==> src/rtl/period_meter.sv <==
// Measures rise-to-rise period and rise-to-fall high time of a slow asynchronous
// signal in clk cycles, with a sticky timeout when no rise arrives in time.
module period_meter #(
    parameter int CNT_W   = 24,
    parameter int TIMEOUT = 16777215
) (
    input  logic             clk,
    input  logic             reset_n,
    input  logic             sig_in,
    input  logic             enable,
    output logic [CNT_W-1:0] period,
    output logic [CNT_W-1:0] high_time,
    output logic             period_valid,
    output logic             timeout
);

    typedef enum logic [1:0] {IDLE, ARM, MEASURE} state_t;

    localparam logic [CNT_W-1:0] TIMEOUT_CNT = CNT_W'(TIMEOUT);
    localparam logic [CNT_W-1:0] ONE_CNT     = CNT_W'(1);

    state_t           state_q, state_d;
    logic             sync1_q, sync2_q, dly_q;
    logic             en_q;
    logic [CNT_W-1:0] count_q, count_d;
    logic [CNT_W-1:0] shadow_high_q, shadow_high_d;
    logic [CNT_W-1:0] period_q, period_d;
    logic [CNT_W-1:0] high_time_q, high_time_d;
    logic             valid_q, valid_d;
    logic             timeout_q, timeout_d;
    logic             rise, fall, at_limit;

    assign rise     = sync2_q & ~dly_q;
    assign fall     = ~sync2_q & dly_q;
    assign at_limit = (count_q == TIMEOUT_CNT);

    // Synchronizer and edge-detect delay run regardless of enable
    always_ff @(posedge clk or negedge reset_n) begin
        if (!reset_n) begin
            sync1_q <= 1'b0;
            sync2_q <= 1'b0;
            dly_q   <= 1'b0;
            en_q    <= 1'b0;
        end else begin
            sync1_q <= sig_in;
            sync2_q <= sync1_q;
            dly_q   <= sync2_q;
            en_q    <= enable;
        end
    end

    always_ff @(posedge clk or negedge reset_n) begin
        if (!reset_n) state_q <= IDLE;
        else          state_q <= state_d;
    end

    always_comb begin
        state_d = state_q;
        if (!enable) begin
            state_d = IDLE;
        end else begin
            case (state_q)
                IDLE:    state_d = ARM;
                ARM:     if (rise) state_d = MEASURE;
                MEASURE: if (!rise && at_limit) state_d = ARM;
                default: state_d = IDLE;
            endcase
        end
    end

    always_comb begin
        count_d       = count_q;
        shadow_high_d = shadow_high_q;
        period_d      = period_q;
        high_time_d   = high_time_q;
        valid_d       = 1'b0;
        timeout_d     = timeout_q;
        if (enable && !en_q) timeout_d = 1'b0;
        if (!enable) begin
            count_d = '0;
        end else begin
            case (state_q)
                IDLE: count_d = '0;
                ARM:  if (rise) count_d = ONE_CNT;
                MEASURE: begin
                    if (fall) shadow_high_d = count_q;
                    // A rise coinciding with the limit still counts as a valid period
                    if (rise) begin
                        period_d    = count_q;
                        high_time_d = shadow_high_q;
                        valid_d     = 1'b1;
                        timeout_d   = 1'b0;
                        count_d     = ONE_CNT;
                    end else if (at_limit) begin
                        timeout_d = 1'b1;
                        count_d   = '0;
                    end else begin
                        count_d = count_q + ONE_CNT;
                    end
                end
                default: count_d = '0;
            endcase
        end
    end

    always_ff @(posedge clk or negedge reset_n) begin
        if (!reset_n) begin
            count_q       <= '0;
            shadow_high_q <= '0;
            period_q      <= '0;
            high_time_q   <= '0;
            valid_q       <= 1'b0;
            timeout_q     <= 1'b0;
        end else begin
            count_q       <= count_d;
            shadow_high_q <= shadow_high_d;
            period_q      <= period_d;
            high_time_q   <= high_time_d;
            valid_q       <= valid_d;
            timeout_q     <= timeout_d;
        end
    end

    assign period       = period_q;
    assign high_time    = high_time_q;
    assign period_valid = valid_q;
    assign timeout      = timeout_q;

endmodule

==> config.mk <==
export PLATFORM = sky130hd
export DESIGN_NAME = period_meter
export DESIGN_NICKNAME = d
export VERILOG_FILES = /design/src/rtl/period_meter.sv
export SDC_FILE = /design/constraint.sdc
export NUM_CORES = 1
export LEC_CHECK = 0
export ABC_AREA = 0
export BUFFER_PORTS_ARGS = -buffer_cell sky130_fd_sc_hd__buf_4
export CAP_MARGIN = 10
export CELL_PAD_IN_SITES_DETAIL_PLACEMENT = 1
export CELL_PAD_IN_SITES_GLOBAL_PLACEMENT = 2
export CORE_MARGIN = 3
export CORE_UTILIZATION = 36
export DETAILED_ROUTE_END_ITERATION = 10
export GPL_ROUTABILITY_DRIVEN = 0
export HOLD_SLACK_MARGIN = 0.08
export PLACE_DENSITY_LB_ADDON = 0.1
export SLEW_MARGIN = 20
export SYNTH_ARGS = -nofsm -noshare
export SYNTH_HDL_FRONTEND = slang
export SYNTH_SLANG_ARGS = --single-unit
==> constraint.sdc <==
create_clock -name clk -period 2.7 [get_ports clk]
set_input_delay 0 -clock clk [delete_from_list [all_inputs] [get_ports clk]]
set_output_delay 0 -clock clk [all_outputs]
set_load 0.02 [all_outputs]
==> results of run 1 <==
worst min-delay path by stage:
stage          slack (ns)       endpoint
3_3_place_gp         0.02  high_time[21]
2_1_floorplan       -0.30     count_q[0]
4_1_cts              0.20  high_time[21]
3_5_place_dp         0.03  high_time[21]
6_report             0.19  high_time[21]
5_1_grt              0.25  high_time[21]
cell families (layout without fill, tap and decap cells):
logic type | count (synthesis) | after routing | share of synthesized area [%]
AO/OA/AOI/OAI | 65 | 65 | 7.96
AND/OR/NAND/NOR | 226 | 226 | 23.1
multiplexers | 25 | 25 | 6.10
XOR/XNOR | 1 | 1 | 0.194
adder cells (fa/ha/maj) | 5 | 5 | 1.39
buffers and inverters | 36 | 97 | 3.60
flip-flops | 104 | 104 | 57.7
stage by stage:
stage                     hold slack, ns  instances  utilization (%)  setup WS (ns)
after detailed placement          0.0294        672             42.3          0.423
after CTS                          0.201        691             45.3          0.391
after global routing               0.253        691             45.3          0.215
final                              0.187        691             45.3          0.423
after global placement            0.0189        672             42.3          0.496
after floorplan                   -0.296        462                -          0.774
report_power, final:
part | switching [uW] | leakage [uW] | internal, uW
sequential | 7.49 | 0.00144 | 1570
combinational | 109 | 0.00116 | 49.3
clock | 589 | 0.000165 | 862
total | 706 | 0.00277 | 2480
critical path, cell delays in order, from the launching register on:
cell	delay, ns
dfrtp_1	0.40
inv_1	0.08
ha_1	0.29
or4b_4	0.67
a21oi_4	0.28
buf_4	0.23
a21oi_1	0.07
o21ai_0	0.17
registers in the layout, indices dropped and copies added (netlist names):
register,cells
period_valid,1
en_q,1
high_time,24
sync2_q,1
timeout,1
dly_q,1
state_q,2
period,24
shadow_high_q,24
sync1_q,1
count_q,24
area by class of cell:
| class | instances | area share [%] |
|---|---|---|
| Clock buffer | 11 | 4.61 |
| Clock inverter | 5 | 1.44 |
| Multi-Input combinational cell | 322 | 32.0 |
| Inverter | 11 | 0.753 |
| Tap cell | 168 | 3.83 |
| Timing Repair Buffer | 70 | 9.95 |
| Sequential cell | 104 | 47.5 |
routing by layer:
layer | GRT usage (%) | vias up | share of wire [%]
met5 | 0 | - | 0
met1 | 23.0 | 1676 | 48
met4 | 7.84 | 0 | 2.4
li1 | - | 1650 | -
met3 | 2.79 | 14 | 2.3
met2 | 26.9 | 42 | 47
cells in the final DEF (no fill, tap or decap), types with 2 or more instances in the layout:
cell           netlist  final
a211oi_1             3      3
a21oi_1             19     19
a31oi_1              2      2
and2_1               2      2
and3_1               3      3
buf_4                1     66
bufinv_16            0      2
clkbuf_16            0      9
clkbuf_8             0      2
clkinv_2             0      2
dfrtp_1            104    104
dlygate4sd3_1        0      3
ha_1                 5      5
inv_1               10     10
mux2_2              20     20
mux2i_1              5      5
nand2_1            160    160
nand3_1             16     15
nand3b_1             3      3
nand4_1             11     11
nand4_2              2      2
nor2_1              11     11
nor2_2               2      2
nor4_1               2      2
nor4_4               2      2
o21ai_0             35     35
or3_1                2      2
==> out/qor.yml, run 1 <==
setup_violations: 0
cts_made_buffers: 9
crit_fanout: 11
timing.final.crit_share_pct: 84.3
critPathLaunch: "state_q[1]"
via_per_inst: 4.89
grt_pass1_wl_um: 19100
yosys-top-cells-area: "dfrtp_1, nand2_1, mux2_2"
drc_errors: 0
synth.most_common_cell: "nand2_1"
cp.arrival_ns: 2.54
hold_class: "in2async"
p_leak_uw: 0.00277
synth_edf_count: 0
yosys_most_used_dff: "dfrtp_1"
endpoint: "count_q[19]"
crit_type: "reg2reg"
critPathRequiredTime_ns: 2.96
vias: 3382
cts_tree: "done"
run_status: "complete, no violations"
slew_violations: 0
cts_resized: 0
dp_hpwl_um: 7350
multi_input_area_um2: 1750
grt_pass1_vias: 3729
drtPass1Iterations: 4
register_area_um2: 2600
grt_max_degree: 65
cts_root_buf: "clkbuf_16"
fin_skew_ns: 0.00471
rsz0062_at_grt: "false"
area_growth_pct: 21.5
fin_nets: 527
clk_latency_ns: 0.35
h-tree-depth: 3
synth_area_per_cell_um2: 9.77
synth_area_um2: 4510
synth_fp_nets: 471
tns_ns: 0
worst_pin_slew_ns: 0.557
io_buffers: 53
die_h_um: 118
synth_warnings: 0
ys_seq_area_share_pct: 57.7
coreArea_um2: 12100
r2r_start: "state_q[1]"
antenna_cells: 0
power_uw: 3180
clockBufferDepth: 2
grt_use_total_pct: 17.0
ir_worst_vdd_mv: 0.255
slew_headroom_pct: 62.9
synthCells: 462
layout-drive-gt1-share_pct: 21.8
wl_um: 10900
drtIter0Drc: 164
ys_ff_latch: 104
final-hold-violation-count: 0
io_pins: 54
clock.fmax_mhz: 439
endpoint_kind: "flip-flop"
clkTransAtPathRegs_ns: 0.07
die_x_um: 118
cts_sinks: 104
nFillCells: 1404
cts_setup_buffers: 0
cp-start-kind: "flip-flop"
rows: 40
design_area_um2: 5480
ys_top_cells_by_count: "nand2_1, dfrtp_1, o21ai_0"
initial_core_util_pct: 37.3
fin_crit_ns: 2.28
cellPowerDensity_nw_per_um2: 581
wl_per_cell_um: 15.7
cap_violations: 0
async_flop_share_pct: 100
r2r_slack_ns: 0.42
synth.top_cell.area_share_pct: 57.7
r2r_cells: 7
ys_types: 44
dpl_cell_area_um2: 5120
ant_nets: 0
yosysTopAreaCell: "dfrtp_1"
die-area_um2: 13900
grt_remaining_overflow: 0
cts_hold_buffers: 3
antenna_found_initial: 0
r2r_end: "count_q[19]"
Note: power is estimated with default switching activity, not from simulation.
==> run 2, diff against run 1 <==
clock period = 2.3 ns   (was 2.7 ns; I/O delays follow)
==> run 2 against run 1 <==
Combinational power is 18% higher. Worst setup slack worse by 0.26 ns. Critical path type unchanged. Core utilization is 0.052 points lower.
==> out/qor.yml, run 2 (synthesis results as in run 1) <==
slew_headroom_pct: 53.4  # -9.5 points
endpoint_kind: "flip-flop"
die-area_um2: 13900  # unchanged
cellPowerDensity_nw_per_um2: 640  # +10%
clk_latency_ns: 0.35  # about the same
r2r_end: "count_q[3]"
slew_violations: 0  # unchanged
ant_nets: 0  # unchanged
cts_root_buf: "clkbuf_16"
r2r_cells: 7  # unchanged
drc_errors: 0  # unchanged
die_h_um: 118  # unchanged
critPathRequiredTime_ns: 2.57  # -0.39 ns
crit_type: "reg2reg"
initial_core_util_pct: 37.3  # unchanged
rsz0062_at_grt: "false"
area_growth_pct: 21.4
final-hold-violation-count: 0  # unchanged
h-tree-depth: 3  # unchanged
via_per_inst: 4.90  # +0.16%
clockBufferDepth: 2  # unchanged
setup_violations: 0  # unchanged
wl_um: 10800  # -0.55%
cp-start-kind: "flip-flop"
drtPass1Iterations: 4  # unchanged
antenna_cells: 0  # unchanged
grt_pass1_vias: 3574  # -4.2%
io_pins: 54  # unchanged
fin_crit_ns: 2.14  # -0.139 ns
vias: 3402  # +0.59%
fin_nets: 532  # +0.95%
io_buffers: 53  # unchanged
r2r_slack_ns: 0.16  # -0.26 ns
hold_class: "in2async"
wl_per_cell_um: 15.6  # -0.98%
die_x_um: 118  # unchanged
ir_worst_vdd_mv: 0.364  # +43%
cp.arrival_ns: 2.41  # -0.13 ns
clkTransAtPathRegs_ns: 0.06  # about the same
cts_sinks: 104  # unchanged
layout-drive-gt1-share_pct: 21.7  # -0.12 points
drtIter0Drc: 161  # -1.8%
fin_skew_ns: 0.00789  # +0.00318 ns
crit_fanout: 21  # +10
clock.fmax_mhz: 468  # +6.5%
final_common_cell: "nand2_1"
final_cell_mix: "nand2_1, dfrtp_1, buf_4"
p_leak_uw: 0.00276  # -0.28%
grt_max_degree: 54  # -17%
timing.final.crit_share_pct: 93.0  # +8.6 points
grt_use_total_pct: 16.6  # -0.41 points
antenna_found_initial: 0  # unchanged
dp_hpwl_um: 7400  # +0.71%
cap_violations: 0  # unchanged
run_status: "complete, no violations"
cts_made_buffers: 9  # unchanged
cts_tree: "done"
tns_ns: 0  # unchanged
r2r_start: "state_q[1]"
rows: 40  # unchanged
coreArea_um2: 12100  # unchanged
grt_pass1_wl_um: 18600  # -2.3%
worst_pin_slew_ns: 0.699  # +0.142 ns
worst_hold_slack_ns: 0.229  # +0.0421 ns
grt_remaining_overflow: 0  # unchanged
## run 2: layout make-up
type	count	area [um^2]
Fill cell	1396	6630
Sequential cell	104	2600
Multi-Input combinational cell	322	1760
Timing Repair Buffer	75	596
Clock buffer	13	240
Tap cell	168	210
Inverter	11	41.3
Clock inverter	1	30.0
## run 2: per-layer routing
metal / part of all wire [%] / routed length (um) / track usage, % / vias up
li1: - / - / - / 1665
met1: 48 / 5150 / 22.0 / 1674
met2: 47 / 5100 / 26.6 / 49
met3: 2.9 / 318 / 3.03 / 14
met4: 2.1 / 230 / 7.77 / 0
met5: 0 / 0 / 0 / -
## run 2: worst max-delay path, cell delays in order, from the launching register on
cell	delay, ns
dfrtp_1	0.39
inv_1	0.07
ha_1	0.29
or4b_4	0.60
a21oi_4	0.24
buf_12	0.19
nand4_1	0.10
mux2i_1	0.17
## run 2: where the power goes
part	leakage [uW]	internal (uW)	switching, uW
clock network	0.000130	834	634
registers	0.00144	1840	9.05
logic	0.00119	59.6	128
## run 2: worst max-delay path by stage
stage          depth (start not counted)           to       start  slack [ns]
3_3_place_gp                           6   state_q[0]  count_q[1]        0.17
6_report                               7   count_q[3]  state_q[1]        0.16
5_1_grt                                7  count_q[11]  state_q[1]        0.03
3_5_place_dp                           6   state_q[0]  count_q[1]        0.08
4_1_cts                                6   state_q[0]  count_q[1]        0.04
2_1_floorplan                          8   count_q[3]  state_q[1]        0.37
## run 2: timing repair
action,CTS,global route
setup endpoints to repair,0,4
gates resized for setup,0,1
setup buffers,0,2
hold buffers,3,0
hold endpoints to repair,55,0
## run 2: per-stage QoR
step | instances | total power [uW] | utilization [%] | setup WS [ns] | area [um^2]
global route | 694 | 3670 | 45.2 | 0.0259 | 5480
detailed placement | 675 | 2070 | 42.6 | 0.0775 | 5160
global placement | 675 | 2060 | 42.6 | 0.166 | 5160
floorplan | 462 | 1980 | - | 0.374 | 4510
CTS | 692 | 3570 | 45.1 | 0.0351 | 5460
finish | 694 | 3510 | 45.2 | 0.162 | 5480
